<file path="src/rtl/beta_pkg.sv">
`default_nettype none
// ============================================================================
//  Module      : beta_pkg
//  Description : Shared definitions for the memory-mapped bus timer:
//                register offsets, CTRL/STATUS bit positions, reset values,
//                prescaler width and the timer state enumeration.
//  Ports       : none (package)
//  Revision    : 1.0  initial release
// ============================================================================
package beta_pkg;

   // Word offsets within the 16-byte register window (memAddr[3:2])
   localparam logic [1:0] OFF_CTRL    = 2'd0;
   localparam logic [1:0] OFF_COUNT   = 2'd1;
   localparam logic [1:0] OFF_COMPARE = 2'd2;
   localparam logic [1:0] OFF_STATUS  = 2'd3;

   // CTRL bit indices
   localparam int CTRL_EN   = 0;
   localparam int CTRL_IE   = 1;
   localparam int CTRL_AUTO = 2;

   // STATUS bit indices
   localparam int STATUS_MATCH = 0;

   // Prescaler counter width; covers PRESCALE values 1..65535
   localparam int PRESCALE_W = 16;

   // Register reset values
   localparam logic [31:0] COUNT_RST   = 32'h0000_0000;
   localparam logic [31:0] COMPARE_RST = 32'hFFFF_FFFF;

   typedef enum logic [0:0] {
      STOPPED = 1'b0,
      RUNNING = 1'b1
   } timer_state_t;

   // Read-back image of CTRL; unused bits return zero
   function automatic logic [31:0] pack_ctrl(input logic en,
                                             input logic ie,
                                             input logic auto_reload);
      pack_ctrl = {29'd0, auto_reload, ie, en};
   endfunction

endpackage : beta_pkg
`default_nettype wire

</file>
<file path="src/rtl/bus_timer_tick_gen.sv">
`default_nettype none
// ============================================================================
//  Module      : tick_gen
//  Description : Count-tick generator for bus_timer. With TIMER_PRESCALE_EN
//                defined, emits a one-cycle tick every PRESCALE cycles while
//                run is high, the first one PRESCALE cycles after run rises;
//                the divider is held at zero while run is low. Without the
//                macro, no divider flops exist and tick simply follows run.
//  Macro       : TIMER_PRESCALE_EN
//  Ports       : clk   in  1  clock, rising edge
//                reset in  1  asynchronous active-high reset
//                run   in  1  timer is in the RUNNING state
//                tick  out 1  count enable for this cycle
//  Revision    : 1.0  initial release
// ============================================================================
module tick_gen
   import beta_pkg::*;
#(
   parameter int unsigned PRESCALE = 4
) (
   input  logic clk,
   input  logic reset,
   input  logic run,
   output logic tick
);

`ifdef TIMER_PRESCALE_EN
   localparam logic [PRESCALE_W-1:0] LAST = PRESCALE_W'(PRESCALE - 1);

   logic [PRESCALE_W-1:0] div_count;
   logic                  at_last;

   assign at_last = (div_count == LAST);

   // Divider restarts from zero whenever the timer is not running, so a
   // fresh RUNNING period always waits a full PRESCALE cycles.
   always_ff @(posedge clk or posedge reset) begin
      if (reset) begin
         div_count <= '0;
      end else if (!run || at_last) begin
         div_count <= '0;
      end else begin
         div_count <= div_count + 1'b1;
      end
   end

   assign tick = run && at_last;
`else
   // Divider disabled: every RUNNING cycle is a tick.
   logic unused_inputs;
   assign unused_inputs = &{1'b0, clk, reset, PRESCALE_W'(PRESCALE)};

   assign tick = run;
`endif

endmodule : tick_gen
`default_nettype wire

</file>
<file path="src/rtl/bus_timer.sv">
`default_nettype none
// ============================================================================
//  Module      : bus_timer
//  Description : Memory-mapped 32-bit timer for a simple CPU data port.
//                Four word registers at BASE_ADDR: CTRL {AUTO,IE,EN},
//                COUNT, COMPARE, STATUS {MATCH (write-1-to-clear)}.
//                On each tick COUNT advances; a tick with COUNT==COMPARE
//                sets MATCH and either reloads COUNT to zero (AUTO) or
//                steps COUNT once more and stops the timer (one-shot).
//  Macro       : TIMER_PRESCALE_EN  enables the PRESCALE tick divider;
//                when undefined the timer ticks every running cycle.
//  Ports       : clk          in  1   clock, rising edge
//                reset        in  1   asynchronous active-high reset
//                memAddr      in  32  byte address
//                memWriteData in  32  store data
//                MemRead      in  1   load strobe
//                MemWrite     in  1   store strobe
//                memReadData  out 32  load data (combinational)
//                irq          out 1   MATCH & IE
//  Revision    : 1.0  initial release
// ============================================================================
module bus_timer
   import beta_pkg::*;
#(
   parameter logic [31:0] BASE_ADDR = 32'hFFFF_0000,
   parameter int unsigned PRESCALE  = 4
) (
   input  logic        clk,
   input  logic        reset,
   input  logic [31:0] memAddr,
   input  logic [31:0] memWriteData,
   input  logic        MemRead,
   input  logic        MemWrite,
   output logic [31:0] memReadData,
   output logic        irq
);

   // ------------------------------------------------------------------
   // Architectural state and next-state values
   // ------------------------------------------------------------------
   timer_state_t state;
   timer_state_t state_next;

   logic        en;
   logic        ie;
   logic        auto_reload;
   logic [31:0] count;
   logic [31:0] compare;
   logic        match;

   logic        en_next;
   logic        ie_next;
   logic        auto_next;
   logic [31:0] count_next;
   logic [31:0] compare_next;
   logic        match_next;

   // ------------------------------------------------------------------
   // Address decode
   // ------------------------------------------------------------------
   logic       hit;
   logic [1:0] offset;
   logic       wr_hit;
   logic       wr_ctrl;
   logic       wr_count;
   logic       wr_compare;
   logic       wr_status;

   assign hit        = (memAddr[31:4] == BASE_ADDR[31:4]);
   assign offset     = memAddr[3:2];
   assign wr_hit     = MemWrite && hit;
   assign wr_ctrl    = wr_hit && (offset == OFF_CTRL);
   assign wr_count   = wr_hit && (offset == OFF_COUNT);
   assign wr_compare = wr_hit && (offset == OFF_COMPARE);
   assign wr_status  = wr_hit && (offset == OFF_STATUS);

   // Byte lane bits play no part in decode.
   logic unused_addr;
   assign unused_addr = &{1'b0, memAddr[1:0]};

   // ------------------------------------------------------------------
   // Tick generation
   // ------------------------------------------------------------------
   logic run;
   logic tick;
   logic match_hit;

   assign run = (state == RUNNING);

   tick_gen #(
      .PRESCALE (PRESCALE)
   ) u_tick_gen (
      .clk   (clk),
      .reset (reset),
      .run   (run),
      .tick  (tick)
   );

   // Compare uses the registered COUNT/COMPARE, i.e. the values the CPU
   // would read back in this same cycle.
   assign match_hit = tick && (count == compare);

   // ------------------------------------------------------------------
   // State register
   // ------------------------------------------------------------------
   always_ff @(posedge clk or posedge reset) begin
      if (reset) begin
         state       <= STOPPED;
         en          <= 1'b0;
         ie          <= 1'b0;
         auto_reload <= 1'b0;
         count       <= COUNT_RST;
         compare     <= COMPARE_RST;
         match       <= 1'b0;
      end else begin
         state       <= state_next;
         en          <= en_next;
         ie          <= ie_next;
         auto_reload <= auto_next;
         count       <= count_next;
         compare     <= compare_next;
         match       <= match_next;
      end
   end

   // ------------------------------------------------------------------
   // Next-state logic. Later assignments take priority over earlier ones:
   //   - a CPU write to COUNT overrides the tick increment / reload
   //   - a CPU write to CTRL overrides the one-shot EN clear
   //   - a match set overrides a same-cycle MATCH clear
   // ------------------------------------------------------------------
   always_comb begin
      state_next   = state;
      en_next      = en;
      ie_next      = ie;
      auto_next    = auto_reload;
      count_next   = count;
      compare_next = compare;
      match_next   = match;

      // Counting
      if (tick) begin
         if (match_hit && auto_reload) begin
            count_next = '0;
         end else begin
            count_next = count + 32'd1;
         end
      end

      // One-shot completion drops EN
      if (match_hit && !auto_reload) begin
         en_next = 1'b0;
      end

      // CPU writes
      if (wr_ctrl) begin
         en_next   = memWriteData[CTRL_EN];
         ie_next   = memWriteData[CTRL_IE];
         auto_next = memWriteData[CTRL_AUTO];
      end
      if (wr_count) begin
         count_next = memWriteData;
      end
      if (wr_compare) begin
         compare_next = memWriteData;
      end
      if (wr_status && memWriteData[STATUS_MATCH]) begin
         match_next = 1'b0;
      end

      if (match_hit) begin
         match_next = 1'b1;
      end

      // Run/stop sequencing; stays in step with the EN bit
      case (state)
         STOPPED: begin
            if (wr_ctrl && memWriteData[CTRL_EN]) begin
               state_next = RUNNING;
            end
         end
         RUNNING: begin
            if (wr_ctrl) begin
               state_next = memWriteData[CTRL_EN] ? RUNNING : STOPPED;
            end else if (match_hit && !auto_reload) begin
               state_next = STOPPED;
            end
         end
         default: begin
            state_next = STOPPED;
         end
      endcase
   end

   // ------------------------------------------------------------------
   // Read mux: combinational, returns current (pre-write) register values
   // ------------------------------------------------------------------
   always_comb begin
      memReadData = '0;
      if (MemRead && hit) begin
         case (offset)
            OFF_CTRL:    memReadData = pack_ctrl(en, ie, auto_reload);
            OFF_COUNT:   memReadData = count;
            OFF_COMPARE: memReadData = compare;
            OFF_STATUS:  memReadData = {31'd0, match};
            default:     memReadData = '0;
         endcase
      end
   end

   // Interrupt comes straight from flops; no path from the bus inputs.
   assign irq = match & ie;

endmodule : bus_timer
`default_nettype wire

</file>
<file path="config.mk">
export PLATFORM = sky130hd
export DESIGN_NAME = bus_timer
export DESIGN_NICKNAME = d
export VERILOG_FILES = /design/src/rtl/beta_pkg.sv /design/src/rtl/bus_timer_tick_gen.sv /design/src/rtl/bus_timer.sv
export SDC_FILE = /design/constraint.sdc
export NUM_CORES = 1
export LEC_CHECK = 0
export CAP_MARGIN = 10
export CELL_PAD_IN_SITES_DETAIL_PLACEMENT = 0
export CELL_PAD_IN_SITES_GLOBAL_PLACEMENT = 2
export CORE_MARGIN = 3
export CORE_UTILIZATION = 24
export DETAILED_ROUTE_END_ITERATION = 16
export HOLD_SLACK_MARGIN = 0.12
export PLACE_DENSITY = 0.63
export SYNTH_ARGS = -nofsm -noshare
export SYNTH_HDL_FRONTEND = slang
export SYNTH_SLANG_ARGS = --single-unit
</file>
<file path="constraint.sdc">
create_clock -name clk -period 2.4 [get_ports clk]
set_clock_uncertainty 0.05 [all_clocks]
set_input_delay 0.48 -clock clk [delete_from_list [all_inputs] [get_ports clk]]
set_output_delay 0.48 -clock clk [all_outputs]
set_load 0.01 [all_outputs]
</file>
==> impl_metrics.toml <==
[yosys]
ys.flop_type = "dfrtp_1"
yosysWarnings = 0
syn_area_per_cell_um2 = 9.07
synth_compound_area_share_pct = 16.6
yosysTopAreaCell = "dfrtp_1"
yosysMostFrequentCell = "nor2_1"
synthXorXnorAreaFrac_pct = 5.55
synth_fa_ha_area_share_pct = 0.264
synth_top_family_by_area = "simple AND/OR/NAND/NOR gates"
synth_mux_area_share_pct = 10.3
yosysUniqueCellTypes = 57
synth_area_leaders = "dfrtp_1 20%, dfstp_2 18%, mux2_2 8.3%"
synth.ff_latch_count = 69
synth-simple-area-share_pct = 23.8
synthCells = 522
synth-edff-count = 0
synth_commonest_cells = "52 x nor2_1, 44 x a22oi_1, 38 x nand2_1"
synth_nets = 591
seq_area_frac_synth_pct = 37.3
synth-async-reset-ratio_pct = 100
synth_area_mm2 = 0.00474
synth_top_area_share_pct = 19.5

[sta]
finalHoldViolations = 0
period_minus_slack_ns = 2.75
timing.slew.headroom_pct = 70.6
final.setup.worst_slack_ns = -0.354
rsz0062_at_grt = "true"
setup_viol = 32
post-route-period-util_pct = 115
worst_slew_pin_slew_ns = 0.437
setup_tns_ns = -8.14
slew_viol_final = 0
max_freq_mhz = 363

[die]
fp.coreArea_mm2 = 0.0190
dieWidth_um = 146
fp-row-count = 50
dieArea_mm2 = 0.0215
start_util_pct = 24.9
boundaryPins = 101
dieHeight_um = 146

[clock_network]
tritoncts = "built"
cts.clk_slew.worst_paths_ns = 0.05
cts.sinks = 69
h-tree-depth = 3
root_buffer = "clkbuf_16"
cts_hold_buffers = 0
cts_buffers = 9
clock_path_buffers = 2
clock_latency_ns = 0.35

[placed_design]
port_buffers = 98
place_hpwl_um = 13300
pre_cts_slack_ns = -1.15
place_area_mm2 = 0.00662
gp_congestion = 0.861

[grt]
grt_max_degree = 70
grt_pass1_vias = 4808
grt_pass1_wl_um = 28200
overflow = 0
track_usage_pct = 16.9
grt_antenna_before_repair = 0

[final_layout]
design_area_mm2 = 0.00713
antenna_cells = 0
utilization_pct = 37.5
fin_nets = 733
area_growth_pct = 50.6
final_layout_size_suffix_gt1_share_pct = 37.1

[critical_path]
endpoint_kind = "output pin"
crit_fanout = 6
r2r_setup_slack_ns = 0.05
critPathArrivalTime_ns = 2.22
cp.required_ns = 1.87
reg2reg_depth = 8
cp-start-kind = "primary input"
cp_slowest_stage_delay_ns = 0.54
r2r_start = "compare[23]"
critical_path_class = "in2out"
path_depth = 9
critPathMostFrequentCell = "buf_6"
crit_slowest_cell = "or4b_4"
path_cells = "buf_6 > or4b_4 > nor4_4 > and2_4 > nand2_8 > buf_12 > buf_6 > nor2_4 > buf_6"
path_delay_family = "simple AND/OR/NAND/NOR gates"
reg2reg_to = "count[19]"
path_buf_inv = 4

[status]
violations = "setup timing"
status = "finished with violations"

[route]
drtAntennaViolNets = 0
drc = 0
wl_per_cell_um = 19.5
routed_wl_um = 18100
first_pass_iters = 4
vias = 4638
via_per_inst = 5.00
drtIter0Drc = 282

[hold_path]
hp-class = "in2async"

[flow_run]
max_cap_viol_count = 0

[pwr]
p_leak_nw = 2.69
ir_drop_mv = 0.339
p_per_area_mw_per_mm2 = 374
==> logic make-up after synthesis <==
logic type,Yosys count
flops,69
simple gates,210
fa+ha+maj,1
mux,43
xor+xnor,30
buf+inv,50
compound gates,119
==> routing by layer <==
layer | up-vias | routed length (µm) | share of wire (%) | global-route usage [%]
met1 | 2296 | 8430 | 47 | 22.5
met2 | 109 | 8810 | 49 | 28.6
met3 | 17 | 593 | 3.3 | 2.61
li1 | 2216 | - | - | -
met5 | - | 0 | 0 | 0
met4 | 0 | 238 | 1.3 | 4.89
==> sequential cells by signal, indices dropped and copies added, names as in the netlist <==
| name | flops |
|---|---|
| auto_reload | 1 |
| compare | 32 |
| count | 32 |
| en | 1 |
| ie | 1 |
| match | 1 |
| run | 1 |
==> final cells by class <==
cell class	count	area, µm²
fillers	1958	11900
multi-input cells	403	3000
flip-flops and latches	69	1770
repair buffers	172	1740
well taps	260	325
clock buffers	13	260
inverters	9	33.8
clock inverters	2	10.0
==> how the worst max path moves through the flow <==
stage | start | end | slack [ns]
after global routing | memAddr[15] | memReadData[24] | -0.43
after detailed placement | memAddr[6] | memReadData[26] | -1.15
after floorplan | memAddr[6] | memReadData[10] | -0.05
after global placement | memAddr[6] | memReadData[3] | -1.13
final | memAddr[15] | memReadData[24] | -0.35
after CTS | memAddr[15] | memReadData[10] | -0.41
==> per-stage QoR <==
step	hold slack [ns]	power, W	cells
after floorplan	0.430	0.00125	522
after global placement	0.468	0.00142	904
after detailed placement	0.475	0.00142	904
after CTS	0.490	0.00270	925
after global routing	0.502	0.00276	928
final	0.490	0.00267	928
==> tightest hold or removal path, stage by stage <==
cell and delay [ns]:
clkdlybuf4s50_1 0.41, inv_2 0.07, buf_12 0.31
==> layout by cell type (no fill, tap or decap), types with 22 or more instances in the layout <==
master           Yosys  routed
buf_4                5      57
clkdlybuf4s50_1      0      54
a22oi_1             44      44
nand2_1             38      37
buf_6                2      37
mux2_2              35      35
dfrtp_1             37      35
o21ai_0             32      32
dfstp_2             32      32
nor2_4               0      30
xnor2_1             26      25
nand4_1             22      22
nor2_1              52      22
==> where the power goes <==
group           switching (W)  total, W  internal (W)
clock                0.000529   0.00128      0.000748
sequential     0.000000000204   0.00117       0.00117
combinational        0.000104  0.000225      0.000121
total                0.000633   0.00267       0.00204
==> repair_timing <==
action | 4_1_cts | 5_1_grt
pin swaps | 5 | 6
endpoints found under the setup margin | 83 | 53
gates cloned | 2 | 1
endpoints found under the hold margin | 0 | 0
setup buffers | 4 | 3
gates resized for setup | 196 | 21
No activity file was read; power rests on OpenSTA's default activity.
